**src/rtl/mealy_detector_scheduler.sv**
```systemverilog
// mealy_detector_scheduler
// Round-robin scheduler that shares one serial Mealy sequence detector
// (patterns 0111, 1001, 1110 over 4-bit frames) among N requesters.
// A granted frame is latched, shifted MSB-first into the detector, and the
// detector verdict is returned on a one-cycle done pulse with the
// requester index. A saturating counter tallies matching frames.
//
// Handshake: a requester raises req[i] with frame[4i+3:4i] and holds both
// until it observes done=1 with done_id==i. gnt is registered, one-hot,
// and spans the grant edge through the RESP cycle. The frame is captured at
// the grant edge, so later frame changes are ignored. Dropping req after the
// grant does not abort the transaction. A req still high in the IDLE cycle
// after RESP counts as a new request.

module mealy_detector_scheduler #(
  parameter int N     = 4,
  parameter int CNT_W = 8,
  parameter int IDW   = $clog2(N)
) (
  input  logic             clk,
  input  logic             rst,
  input  logic [N-1:0]     req,
  input  logic [4*N-1:0]   frame,
  output logic [N-1:0]     gnt,
  output logic             done,
  output logic             match,
  output logic [IDW-1:0]   done_id,
  output logic [CNT_W-1:0] match_cnt,
  output logic             det_in,
  output logic             det_rst_n,
  input  logic             det_dec,
  output logic [1:0]       dbg_state_o
);

  typedef enum logic [1:0] {
    IDLE  = 2'd0,
    SHIFT = 2'd1,
    RESP  = 2'd2
  } state_t;

  state_t           state_q, state_d;
  logic [IDW-1:0]   ptr_q, ptr_d;
  logic [3:0]       sh_q, sh_d;
  logic [1:0]       bit_q, bit_d;
  logic [N-1:0]     gnt_q, gnt_d;
  logic [IDW-1:0]   id_q, id_d;
  logic             match_q, match_d;
  logic [CNT_W-1:0] cnt_q, cnt_d;

  logic             win_valid;
  logic [IDW-1:0]   win_idx;
  logic [3:0]       win_frame;

  // Reduce an index sum back into the 0..N-1 requester range.
  function automatic logic [IDW-1:0] wrap_idx(input int v);
    return IDW'(v % N);
  endfunction

  // Round-robin search: first requester at or above the pointer, wrapping.
  always_comb begin
    win_valid = 1'b0;
    win_idx   = '0;
    for (int off = 0; off < N; off++) begin
      if (!win_valid && req[wrap_idx(int'(ptr_q) + off)]) begin
        win_valid = 1'b1;
        win_idx   = wrap_idx(int'(ptr_q) + off);
      end
    end
  end

  // Frame of the current round-robin winner, latched at the grant edge.
  always_comb begin
    win_frame = frame[int'(win_idx)*4 +: 4];
  end

  // Next-state logic: arbitration in IDLE, serialization in SHIFT,
  // verdict hand-back and counter update in RESP.
  always_comb begin
    state_d = state_q;
    ptr_d   = ptr_q;
    sh_d    = sh_q;
    bit_d   = bit_q;
    gnt_d   = gnt_q;
    id_d    = id_q;
    match_d = match_q;
    cnt_d   = cnt_q;
    case (state_q)
      IDLE: begin
        if (win_valid) begin
          gnt_d   = N'(1) << win_idx;
          sh_d    = win_frame;
          bit_d   = 2'd0;
          id_d    = win_idx;
          ptr_d   = wrap_idx(int'(win_idx) + 1);
          state_d = SHIFT;
        end
      end
      SHIFT: begin
        sh_d  = {sh_q[2:0], 1'b0};
        bit_d = bit_q + 2'd1;
        // The detector's Mealy output is only meaningful on its 4th bit.
        if (bit_q == 2'd3) begin
          match_d = det_dec;
          state_d = RESP;
        end
      end
      RESP: begin
        if (match_q && (cnt_q != {CNT_W{1'b1}})) begin
          cnt_d = cnt_q + CNT_W'(1);
        end
        gnt_d   = '0;
        state_d = IDLE;
      end
      default: begin
        state_d = IDLE;
      end
    endcase
  end

  // State and datapath registers, cleared asynchronously by rst.
  always_ff @(posedge clk or posedge rst) begin
    if (rst) begin
      state_q <= IDLE;
      ptr_q   <= '0;
      sh_q    <= '0;
      bit_q   <= '0;
      gnt_q   <= '0;
      id_q    <= '0;
      match_q <= 1'b0;
      cnt_q   <= '0;
    end else begin
      state_q <= state_d;
      ptr_q   <= ptr_d;
      sh_q    <= sh_d;
      bit_q   <= bit_d;
      gnt_q   <= gnt_d;
      id_q    <= id_d;
      match_q <= match_d;
      cnt_q   <= cnt_d;
    end
  end

  // Output decode; the detector is held cleared whenever we are not shifting,
  // so every SHIFT phase starts at detector count 0.
  always_comb begin
    gnt         = gnt_q;
    done        = (state_q == RESP);
    match       = (state_q == RESP) && match_q;
    done_id     = (state_q == RESP) ? id_q : '0;
    match_cnt   = cnt_q;
    det_in      = (state_q == SHIFT) && sh_q[3];
    det_rst_n   = !rst && (state_q == SHIFT);
    dbg_state_o = state_q;
  end

endmodule

```
**config.mk**
```make
export PLATFORM = sky130hd
export DESIGN_NAME = mealy_detector_scheduler
export DESIGN_NICKNAME = d
export VERILOG_FILES = /design/src/rtl/mealy_detector_scheduler.sv
export SDC_FILE = /design/constraint.sdc
export NUM_CORES = 1
export LEC_CHECK = 0
export BUFFER_PORTS_ARGS = -buffer_cell sky130_fd_sc_hd__buf_2
export CORE_ASPECT_RATIO = 0.8
export CORE_UTILIZATION = 34
export CTS_CLUSTER_DIAMETER = 40
export CTS_CLUSTER_SIZE = 24
export DETAILED_ROUTE_END_ITERATION = 8
export PLACE_DENSITY = 0.56
export SYNTH_ARGS = -nofsm -noshare
export SYNTH_HDL_FRONTEND = slang
export SYNTH_SLANG_ARGS = --single-unit
```
**constraint.sdc**
```tcl
create_clock -name clk -period 3.2 [get_ports clk]
set_input_delay 0.32 -clock clk [delete_from_list [all_inputs] [get_ports clk]]
set_output_delay 0.32 -clock clk [all_outputs]
set_load 0.03 [all_outputs]
```
==> metrics.txt, run 1 <==
status=finished, final reports clean; Port-buffer cells=42; vias=1133; vias per inst=4.90; Avg WL per Cell=12.7 um; largest net degree at the start of global routing=26; clock latency on the worst-skew pair=0.26 ns; Yosys cell types=38; vias in the first global route=1111; synthesized area=1370 um2; CTS H-tree depth=1; post-CTS sizing=0; unrepaired setup endpoints after global routing=no; Max Freq=0.490 GHz; Worst-path clk slew=0.08 ns; clk sinks=25; Hold Crit Class=in -> async; P_leak=0.841 nW; Worst Tran Pin Value=0.924 ns; Crit Path Class=reg -> reg; Syn Inst Count=133; Hold WS=0.263 ns; PD cells=820 nW/um2; IO Pins=43; HPWL Detailed=2.27 mm; crit-path cells=mux2_4, o221ai_4, mux2_2, a221o_1; Die Wd=72.9 um; share of flip-flops with an asynchronous set or reset=100%; R2R setup slack=1.16 ns; synth warn=0; Pre-antenna DRT Iters=4; Critical Path Sink Type=flop; final setup margin=1.16 ns; Slew headroom=38.3%; Final setup viols=0; maximum VDD drop=0.000368 V; most common cell after layout, fill and taps aside=buf_2; total track usage=15.0%; Final ANT Viol Nets=0; share of cells above drive strength 1=33.5%; Placement Setup Slack=1.16 ns; max-slew violations=0; area grow syn2layout=21.7%; most frequent cells in the layout=buf_2, dfrtp_1, nand2_1, a21oi_1; Clock Path Buffers=2; GP Congestion=0.770; syn avg cell area=10.3 um2; CP peak stage delay=0.54 ns; final WL=2.94 mm; number of cell rows=20; first-pass GRT wire length=4.98 mm; placeable core region=3830 um2; max-cap viol count=0; crit path launch type=flop; final worst path period share=63.8%; number of antenna violations at the first check in global routing=0; clk root buf=clkbuf_8; gr ovfl total=0; Syn Nets=158; Hold Fails Final Rpt=0; TritonCTS Buffers=3; worst-path fanout max=9; CTS tree=built; Slowest cell on crit path=dfrtp_1; Initial Util=35.7%; nets=202; drt initial violations=153; Main synth FF type=dfrtp_1; setup tns final=0 ns; CTS Hold Bufs=0; synthesized flop and latch total=25; Residual DRC=0; number of enable flip-flop cells after synthesis=0; Clock Skew=0.00703 ns; sequential cell area fraction in the yosys report=45.8%; Setup Fix Bufs, Post-CTS=0; Die Span Y=58.7 um; WP data required=3.35 ns; Period minus WS final=2.04 ns; n_diodes=0; CP arrival=2.19 ns; die area=4280 um2
-- cell type report --
class	instances	area (um2)
tap	55	68.8
fill	396	2170
timing repair buffer	42	210
inverter	6	22.5
sequential	25	626
multi-input combinational	99	691
clock buffer	4	45.0
-- path summary, 6_finish.rpt --
path,startpoint,to,cells after the start
worst max-delay path,ptr_q[1],sh_q[0],4
worst min-delay path,rst,gnt[3],2
worst max register to register,ptr_q[1],sh_q[0],4
worst min register to register,id_q[1],id_q[1],2
max in group asynchronous,rst,dbg_state_o[1],2
min in group clk,det_dec,match_q,2
-- metrics by stage --
stage | utilization, % | instance area (um2) | total power [mW] | instances
floorplan | - | 1370 | 1.05 | 133
global placement | 42.3 | 1620 | 1.18 | 227
detailed placement | 42.3 | 1620 | 1.20 | 227
CTS | 43.4 | 1660 | 1.38 | 231
global route | 43.4 | 1660 | 1.48 | 231
finish | 43.4 | 1660 | 1.36 | 231
-- kinds of logic (layout without fill, tap and decap cells) --
group	Yosys count	count (layout)	synth area share (%)
and+or+nand+nor	51	51	19.1
adders and majority gates	2	2	1.83
DFF	25	25	45.8
AOI/OAI and AO/OA	30	30	17.3
xor gates and xnor gates	7	7	4.49
muxes	9	9	7.78
buffers and inverters	9	52	3.66
-- cell usage after synthesis (2+ instances only) --
| library cell | count | area share, % |
|---|---|---|
| xnor2_1 | 6 | 3.8 |
| o21ai_0 | 5 | 1.8 |
| a21oi_1 | 10 | 3.7 |
| a221oi_1 | 2 | 1.3 |
| nand4_1 | 3 | 1.4 |
| and2_1 | 5 | 2.3 |
| ha_1 | 2 | 1.8 |
| nor2b_1 | 2 | 0.92 |
| mux2_4 | 2 | 2.2 |
| buf_6 | 2 | 1.6 |
| nand2b_1 | 3 | 1.4 |
| mux2i_1 | 2 | 1.5 |
| nor3_1 | 2 | 0.73 |
| nor2_1 | 6 | 1.6 |
| and3_1 | 3 | 1.4 |
| nand3_1 | 5 | 1.8 |
| mux2_2 | 5 | 4.1 |
| dfrtp_1 | 25 | 46 |
| o22ai_1 | 3 | 1.4 |
| nand2_1 | 17 | 4.7 |
| inv_1 | 6 | 1.6 |
-- worst max-delay path, delay by kind of cell (launching register included) --
| family | cells | cell delay [ns] |
|---|---|---|
| compound gates | 2 | 0.65 |
| flops | 1 | 0.54 |
| mux | 2 | 0.73 |
-- power by group --
part           switching, mW  internal (mW)  total [mW]  leakage, nW
clock network         0.0910         0.0888       0.180       0.0228
logic                  0.387          0.259       0.646        0.500
registers              0.105          0.432       0.537        0.318
-- flip-flops by register name, summed over array words and instances (netlist names) --
| register | cells |
|---|---|
| match_cnt | 8 |
| gnt | 4 |
| sh_q | 4 |
| bit_q | 2 |
| dbg_state_o | 2 |
| id_q | 2 |
| ptr_q | 2 |
| match_q | 1 |
-- layer usage --
layer  vias up  GRT usage [%]  share of wire, %
met3         6           3.77               4.3
li1        562              -                 -
met5         -              0                 0
met4         0           4.20               1.2
met1       536           20.2                48
met2        29           24.0                47
Power figures use the tool's default switching activity.
==> run 2, diff against run 1 <==
--- a/config.mk
+++ b/config.mk
@@ -11,7 +11,7 @@
 export CTS_CLUSTER_DIAMETER = 40
 export CTS_CLUSTER_SIZE = 24
 export DETAILED_ROUTE_END_ITERATION = 8
-export PLACE_DENSITY = 0.56
+export PLACE_DENSITY = 0.58
 export SYNTH_ARGS = -nofsm -noshare
 export SYNTH_HDL_FRONTEND = slang
 export SYNTH_SLANG_ARGS = --single-unit
==> constraint.sdc (replaced) <==
create_clock -name clk -period 1.65 [get_ports clk]
set_input_delay 0.165 -clock clk [delete_from_list [all_inputs] [get_ports clk]]
set_output_delay 0.165 -clock clk [all_outputs]
set_load 0.03 [all_outputs]
==> run 2 against run 1 <==
  * The flow now finishes with violations (negative setup slack)
  * Flip-flop and latch count stayed put
  * Sequential share of layout area is 4.6 points lower
  * Fmax increased by 17%
  * Worst hold slack got worse by 0.14 ns
  * Register-to-register slack got worse by 1.3 ns
  * Sequential power grew 84%
  * Worst setup slack got worse by 1.3 ns
  * Clock skew down 0.0038 ns
==> metrics.txt, run 2 (synthesis results as in run 1) <==
total track usage=16.3%; drt initial violations=33; Final setup viols=4; Period minus WS final=1.75 ns; share of cells above drive strength 1=46.0%; post-route cell area=1910 um2; final setup margin=-0.0962 ns; Clock Skew=0.00325 ns; vias per inst=4.81; Crit Path Class=reg -> reg; crit-path cells=mux2_4, o221ai_4, buf_6, mux2_4, nor3_4, a211oi_2; maximum VDD drop=0.000937 V; failing checks=negative setup slack; Initial Util=35.7%; n_diodes=0; min-delay src=det_dec; clock latency on the worst-skew pair=0.27 ns; Port-buffer cells=42; max-slew violations=0; Avg WL per Cell=12.6 um; Final ANT Viol Nets=0; fin util=49.8%; most frequent cells in the layout=buf_2, dfrtp_1, buf_4, nand2_1, a21oi_1; nets=226; crit path launch type=flop; CP most frequent cell=mux2_4; max FFs per register=8; Max Freq=0.573 GHz; CTS tree=built; Slowest cell on crit path=dfrtp_1; Worst-path clk slew=0.09 ns; status=finished with violations; CTS H-tree depth=1; IO Pins=43; Slew headroom=64.5%; CP peak stage delay=0.42 ns; Worst Hold Path EP=match_q; Pre-antenna DRT Iters=4; Hold Fails Final Rpt=0; first-pass GRT wire length=5.38 mm; WP data required=1.80 ns; Post-DP Area=1790 um2; vias in the first global route=1099; Critical Path Sink Type=flop; Die Wd=72.9 um; final worst path period share=106%; gr ovfl total=0; HPWL Detailed=2.55 mm; number of cell rows=20; Hold Crit Class=in -> reg; final WL=3.21 mm; R2R cell count=6; Residual DRC=0; vias=1227; largest net degree at the start of global routing=26; PD cells=1610 nW/um2; Placed Cells=247; TritonCTS Buffers=3; number of antenna violations at the first check in global routing=1; clk sinks=25; Clock Path Buffers=2; worst-path fanout max=4; area grow syn2layout=39.5%; reg2reg start=ptr_q[1]; placeable core region=3830 um2; R2R setup slack=-0.1 ns; GP Congestion=0.860; CP arrival=1.90 ns; most common cell after layout, fill and taps aside=buf_2; max-cap viol count=0; P_leak=0.971 nW; Non-Filler Instances=255; Worst Tran Pin Value=0.527 ns; Hold Crit Depth=2; unrepaired setup endpoints after global routing=yes; die area=4280 um2; Reg-to-Reg End=sh_q[3]; clk root buf=clkbuf_8; Die Span Y=58.7 um
[run 2: cell count changes in the layout (fill, tap and decap cells not counted), sizes merged]
cell         previous run  this run
buf                    42        65
clkbuf                  4         3
clkinvlp                0         1
dlygate4sd3             0         1
[run 2: final cells by class]
class | instances | area (um2)
multi-input combinational | 99 | 736
sequential | 25 | 629
fill | 388 | 1920
clock buffer | 3 | 41.3
timing repair buffer | 66 | 400
clock inverter | 1 | 7.51
tap | 55 | 68.8
inverter | 6 | 22.5
[run 2: through the flow]
step	worst slack, ns	setup TNS (ns)	total power, mW	hold slack, ns
2_1_floorplan	-0.191	-0.463	2.06	0.192
4_1_cts	-0.107	-0.380	3.06	0.117
3_3_place_gp	-0.0939	-0.209	2.54	0.243
3_5_place_dp	-0.159	-0.511	2.60	0.251
5_1_grt	-0.197	-0.712	3.30	0.109
6_report	-0.0962	-0.347	3.06	0.127
[run 2: critical path, delay by kind of cell (launching register included)]
kind | cells | cell delay, ns
buffers and inverters | 1 | 0.16
muxes | 2 | 0.62
DFF | 1 | 0.42
AOI/OAI and AO/OA | 2 | 0.31
and+or+nand+nor | 1 | 0.11
[run 2: what timing repair did]
item                                    CTS  global route
setup buffers                             3             0
hold buffers                              1             0
hold endpoints to repair                 25             0
endpoints found under the setup margin    5            10
pin swaps                                 2             2
gates resized for setup                   4             6
[run 2: worst max-delay path by stage]
stage | startpoint | to | slack [ns] | depth (start not counted)
after floorplan | ptr_q[1] | sh_q[0] | -0.19 | 5
after global routing | ptr_q[1] | sh_q[0] | -0.20 | 6
after global placement | ptr_q[1] | sh_q[0] | -0.09 | 4
final | ptr_q[1] | sh_q[3] | -0.1 | 6
after CTS | ptr_q[1] | sh_q[3] | -0.11 | 6
after detailed placement | ptr_q[1] | sh_q[0] | -0.16 | 4
[run 2: power breakdown]
part	switching [mW]	total, mW	internal [mW]	leakage, nW
combinational	0.944	1.71	0.764	0.635
clock	0.197	0.368	0.171	0.0217
sequential	0.145	0.989	0.844	0.314
total	1.29	3.06	1.78	0.971
[run 2: layer usage]
metal  GRT usage, %  share of wire, %
met1           25.6                50
met2           23.4                43
met3           3.60               5.9
met4           2.24              0.28
met5              0              0.25
==> run 3, diff against run 2 <==
==> config.mk (replaced) <==
export PLATFORM = sky130hd
export DESIGN_NAME = mealy_detector_scheduler
export DESIGN_NICKNAME = d
export VERILOG_FILES = /design/src/rtl/mealy_detector_scheduler.sv
export SDC_FILE = /design/constraint.sdc
export NUM_CORES = 1
export LEC_CHECK = 0
export CORE_UTILIZATION = 34
export CTS_BUF_LIST = sky130_fd_sc_hd__clkbuf_8
export CTS_CLUSTER_DIAMETER = 40
export CTS_CLUSTER_SIZE = 24
export DETAILED_ROUTE_END_ITERATION = 8
export DONT_BUFFER_PORTS = 1
export PLACE_DENSITY = 0.49
export SYNTH_ARGS = -nofsm -noshare
export SYNTH_HDL_FRONTEND = slang
export SYNTH_SLANG_ARGS = --single-unit
==> run 3 against run 2 <==
  * Total power rose by 2.6%
  * Utilization fell by 0.64 points
  * Worst hold slack got worse by 0.12 ns
  * Register-to-register slack got worse by 0.08 ns
  * Critical path depth did not move
  * Combinational power fell by 4%
  * Global-route usage rose by 0.54 points
  * Die area barely moved
  * First-iteration DRC count rose by 45%
  * The run still ends with negative setup slack left
  * Sequential share of layout area rose by 1.2 points
==> metrics.txt, run 3 (synthesis results as in run 1) <==
status=finished with violations; failing checks=negative setup slack; CP most frequent cell=mux2_4; Critical Path Sink Type=flop; Placement Setup Slack=-0.176 ns; Top Family by Delay on Critical Path=multiplexers; placeable core region=3740 um2; most frequent cells in the layout=buf_4, dfrtp_1, nand2_1, a21oi_1; clk sinks=25; gr ovfl total=0; Hold Crit Class=in -> reg; drt initial violations=48; unrepaired setup endpoints after global routing=yes; final WL=3.46 mm; max-cap viol count=0; Residual DRC=0; Initial Util=36.5%; Max Freq=0.547 GHz; Final ANT Viol Nets=0; Pre-antenna DRT Iters=4; Port-buffer cells=0; final worst path period share=111%; crit-path cells=mux2_4, o221ai_4, buf_12, mux2_4, nor3_4, a211oi_2; final setup margin=-0.177 ns; WP data required=1.80 ns; crit path launch type=flop; Clock Path Buffers=2; IO Pins=43; Period minus WS final=1.83 ns; worst-path fanout max=4; Slowest cell on crit path=dfrtp_1; Hold Fails Final Rpt=0; vias=1122; P_leak=0.863 nW; Worst Path Buf+Inv=1; CP arrival=1.98 ns; CTS tree=built; CTS H-tree depth=1; clock latency on the worst-skew pair=0.28 ns; max-slew violations=0; Die Wd=65.4 um; Final setup viols=4; Crit Path Class=reg -> reg; PD cells=1710 nW/um2; vias per inst=5.22; total track usage=16.9%; number of antenna violations at the first check in global routing=0; first-pass GRT wire length=5.42 mm; Worst Tran Pin Value=0.702 ns; Die Span Y=65.4 um; share of cells above drive strength 1=41.3%; die area=4280 um2; number of cell rows=22; nets=193; vias in the first global route=1194; CP peak stage delay=0.44 ns; Clock Skew=0.0137 ns; max FFs per register=8; TritonCTS Buffers=3; maximum VDD drop=0.000770 V; Slew headroom=53.2%; Avg WL per Cell=16.1 um; n_diodes=0; Hold WS=0.0122 ns; Worst-path clk slew=0.10 ns; area grow syn2layout=34.6%; most common cell after layout, fill and taps aside=buf_4; largest net degree at the start of global routing=19; HPWL Detailed=2.66 mm; GP Congestion=0.800; clk root buf=clkbuf_8
## run 3: per-stage QoR
stage	cells	utilization, %	instance area [um2]	total power [mW]	TNS (ns)
6_report	215	49.1	1840	3.14	-0.528
5_1_grt	215	49.1	1840	3.35	-0.949
4_1_cts	210	46.0	1720	2.99	-0.498
3_5_place_dp	204	43.5	1630	2.53	-0.634
3_3_place_gp	204	43.5	1630	2.50	-0.467
2_1_floorplan	133	-	1390	2.06	-0.463
## run 3: routing by layer
metal  share of wire (%)  GRT usage [%]
met3                 6.0           4.51
met1                  42           19.1
met4                0.66           5.71
met2                  51           30.3
met5                   0              0
## run 3: power by group
group          total [mW]  switching, mW  internal [mW]
Sequential           1.12          0.273          0.843
Clock               0.384          0.213          0.171
Combinational        1.64          0.824          0.818
## run 3: final cells by class
type	count	area, um2
fillers	375	1900
multi-input cells	99	796
flip-flops and latches	25	629
repair buffers	33	283
well taps	48	60.1
clock buffers	3	41.3
inverters	6	22.5
clock inverters	1	7.51
## run 3: final timing paths
kind / from / end / slack, ns / depth (start not counted)
max reg2reg: ptr_q[1] / sh_q[3] / -0.18 / 6
min in group asynchronous: rst / match_cnt[2] / 0.43 / 2
min reg2reg: bit_q[0] / bit_q[0] / 0.49 / 1
min: req[3] / ptr_q[0] / 0.01 / 1
max: ptr_q[1] / sh_q[3] / -0.18 / 6
max in group asynchronous: rst / id_q[0] / 0.64 / 3
## run 3: worst register-to-register path: stages (launching register included)
cell and delay, ns:
dfrtp_1 0.44, mux2_4 0.33, o221ai_4 0.29, buf_12 0.15
mux2_4 0.30, nor3_4 0.12, a211oi_2 0.07
## run 3: timing repair
item / in CTS / in global routing
pin swaps: 5 / 7
setup buffers: 1 / 5
endpoints found under the setup margin: 7 / 14
hold buffers: 1 / 0
endpoints found under the hold margin: 17 / 0
gates resized for setup: 10 / 19
